`src/rtl/register_16bit_pkg.sv`:
```
// Shared constants for the 16-bit holding register.
package register_16bit_pkg;

  localparam int unsigned DATA_W = 16;

  typedef logic [DATA_W-1:0] data_t;

endpackage : register_16bit_pkg

```
`src/rtl/register_16bit.sv`:
```
// Single-clock D register: loads d on every rising edge, synchronous clear wins over data.
module register_16bit
  import register_16bit_pkg::*;
#(
  parameter int unsigned        WIDTH       = DATA_W,
  parameter logic [WIDTH-1:0]   RESET_VALUE = '0
) (
  input  logic             clk,
  input  logic             rst,
  input  logic [WIDTH-1:0] d,
  output logic [WIDTH-1:0] q
);

  logic [WIDTH-1:0] data_d;
  logic [WIDTH-1:0] data_q;

  always_comb begin
    data_d = d;
  end

  // Storage flops; rst is only looked at on the edge, so q has no path from d or rst.
  always_ff @(posedge clk) begin
    if (rst) begin
      data_q <= RESET_VALUE;
    end else begin
      data_q <= data_d;
    end
  end

  assign q = data_q;

endmodule : register_16bit

```
`config.mk`:
```
export PLATFORM = sky130hd
export DESIGN_NAME = register_16bit
export DESIGN_NICKNAME = d
export VERILOG_FILES = /design/src/rtl/register_16bit_pkg.sv /design/src/rtl/register_16bit.sv
export SDC_FILE = /design/constraint.sdc
export NUM_CORES = 1
export LEC_CHECK = 0
export CORE_UTILIZATION = 31
export DETAILED_ROUTE_END_ITERATION = 6
export GPL_TIMING_DRIVEN = 0
export PLACE_DENSITY = 0.78
export SLEW_MARGIN = 20
export SYNTH_ARGS = -nofsm -noshare
export SYNTH_HDL_FRONTEND = slang
export SYNTH_SLANG_ARGS = --single-unit
```
`constraint.sdc`:
```
create_clock -name clk -period 0.8 [get_ports clk]
set_input_delay 0.12 -clock clk [delete_from_list [all_inputs] [get_ports clk]]
set_output_delay 0.12 -clock clk [all_outputs]
set_load 0.01 [all_outputs]
```
# Yosys cells after proc, flatten, opt, wreduce, memory -nomap -nowiden
# Cells that the tools add are included.
[word_totals]
register_bits = 16
input_bits = 18
output_inout_bits = 16
elab_cells = 1

# Logic depth before layout (Yosys ltp)
[logic_depth]
word_depth = 0
ltp_mapped = 2
depth_no_buf = 1

# Worst setup path before layout
# Ideal clock, no wire load.
[synth_path]
path_type = "register -> output"
start = "reg data_q[0], in the netlist q[0]"
end = "out q[0]"
arrival_ns = 0.331
required_time_ns = 0.680
setup_slack_ns = 0.349
path_stages_with_launch = 1
path_cell_list = "dfxtp_1"
[synth_rtl]
columns = ["item", "line", "source"]
rows = [
  ["from (decl)", "register_16bit.sv:15", "logic [WIDTH-1:0] data_q;"],
  ["from (signal assigned)", "register_16bit.sv:26", "data_q <= data_d;"],
  ["to (decl)", "register_16bit.sv:11", "output logic [WIDTH-1:0] q"],
]
# No word-level cell between the ends.

# Worst setup path after layout
[layout_path]
start = "reg data_q[5], in the netlist q[5]"
end = "out q[5]"
# No word-level cell between the ends.

==> out/metrics.cfg <==
[run_status]
status=complete, but fails checks
violations=negative setup slack

[global_routing]
grt_max_degree=11
grt.total_usage_pct=10.01
grt_pass1_vias=256
antenna_found_initial=0
grt-ovfl-total=0
grt_pass1_wl_um=1021

[critical_path]
cp_slowest_cell=dfxtp_2
crit_type=flip-flop to output port
crit_family=flip-flops
worst-path-max-fanout=1
path_buf_inv=1
cp_cell_sequence=buf_6
worstSetupStartpointType=flip-flop
crit_path_max_incr_delay_ns=0.33
cp.arrival_ns=0.71
endpoint_kind=output port
required_ns=0.68

[clock_tree]
cts-root-buf=clkbuf_4
cts_tree=built
cts_setup_buffers=0
clk_pin_slew_ns=0.09
cts_buffer_depth=2
h-tree-depth=1
clock_sinks=16
cts_hold_buf=0
cts.repair.resized=68
numCtsBuffers=3

[power_and_ir_drop]
p_clk_share_pct=32.1
power.density_nw_per_um2=1955
power_switching_w=0.0003006
total_power_w=0.001563
p_int_w=0.001263
switching_share_pct=19.23
p_comb_share_pct=13.4
leakage_nw=0.3686
ir_worst_vdd_mv=0.9541
seqPwrFrac_pct=54.4

[final_layout]
layout_common_cells=clkdlybuf4s50_1 (17), buf_2 (12), dfxtp_1 (12), nor2b_2 (7), and2b_2 (6)
n_antenna_cell=0
fin_util_pct=59.22
num-nets-final=89
final_cells=85
drive_above_1_share_pct=54.29
layout_commonest_cell=clkdlybuf4s50_1
multi_input_area_um2=132.6
areaGrowthSynthToFinish_pct=72.24
n_fill_cell=116
largest_reg_flops=16
seq_area_um2=325.3

[timing]
period_needed_ns=0.8280
finalHoldViolCount=0
rsz0062_at_grt=true
worst_slack_ns=-0.02800
hold_ws_ns=0.3949
worst_slew_pin_slew_ns=0.1943
slew_headroom_pct=87.01
setup_viol_count_final=16
fin_crit_sh_pct=103.5
fmax_mhz=1208
drv_slew=0

[synth]
ys_ff_latch=16
netlist_instances=33
ys_types=5
synthesis.area_um2=464.2
ys_seq_area_share_pct=69.00
synth.net_count=51
synth_area_per_cell_um2=14.07
ys.warnings.count=0

[detailed_routing]
first_pass_iters=1
postRouteWirelength_um=734
drtIter0Drc=0
via_per_inst=3.976
ant_nets=0
drcViolationCount=0
vias=338
wire_per_inst_um=8.635

[run]
cap_violations=0

[placed_design]
gp_congestion=0.4962
port_buffers=33
dp_slack_ns=-0.2598
dp.cells=81

[hold_path]
whs_path_depth=2
hold_class=input port to flip-flop
min_to=q[11]
hp-start=d[11]

[floorplanning]
start_util_pct=34.38
pin_count=34
core_um2=1350
die_h_um=40.70
rows=13
die_area_um2=1656
die_x_um=40.70

==> synthesized netlist by cell type <==
cell type / number / area share [%]
and2b_2: 6 / 11
nor2b_1: 3 / 4.0
buf_6: 1 / 2.4
nor2b_2: 7 / 13
dfxtp_1: 16 / 69
==> metrics by stage <==
stage          cell area (um^2)  TNS (ns)
2_1_floorplan             464.2         0
3_3_place_gp              813.3    -6.020
3_5_place_dp              813.3    -6.145
4_1_cts                   784.5   -0.6064
5_1_grt                   799.5    -1.070
6_report                  799.5   -0.3492
==> area by class of cell <==
class	count	share of cell area, %
multi-input combinational	16	16.59
timing repair buffer	33	34.43
clock buffer	4	4.538
tap	15	2.347
buffer	1	1.408
sequential	16	40.69
==> routing by layer <==
| layer | global-route usage (%) | wire length [um] | vias to the layer above |
|---|---|---|---|
| met3 | 3.261 | 124 | 2 |
| met2 | 15.48 | 324 | 25 |
| met4 | 10.00 | 5 | 0 |
| li1 | - | - | 172 |
| met1 | 10.37 | 279 | 139 |
| met5 | 0 | 0 | - |
==> worst max-delay path by stage <==
stage               startpoint    end  slack (ns)  cells past startpoint
global placement           rst  q[14]       -0.26                      3
global route             q[13]  q[13]       -0.08                      1
floorplan                 q[0]   q[0]        0.35                      0
finish                    q[5]   q[5]       -0.03                      1
CTS                       q[2]   q[2]       -0.05                      1
detailed placement         rst  q[11]       -0.26                      3
==> power groups by stage <==
stage / combinational, W / clock (W) / sequential [W]
after global routing: 0.000229 / 0.000573 / 0.000856
after detailed placement: 0.000241 / 0 / 0.000868
after global placement: 0.000239 / 0 / 0.000867
after CTS: 0.000208 / 0.000529 / 0.000850
final: 0.000210 / 0.000502 / 0.000851
after floorplan: 0.0000497 / 0 / 0.000891
==> cell families after synthesis <==
| logic type | share of synthesized area, % |
|---|---|
| buffers and inverters | 2.426 |
| DFF | 69.00 |
| and+or+nand+nor | 28.57 |
(Power assumes the default switching activity.)
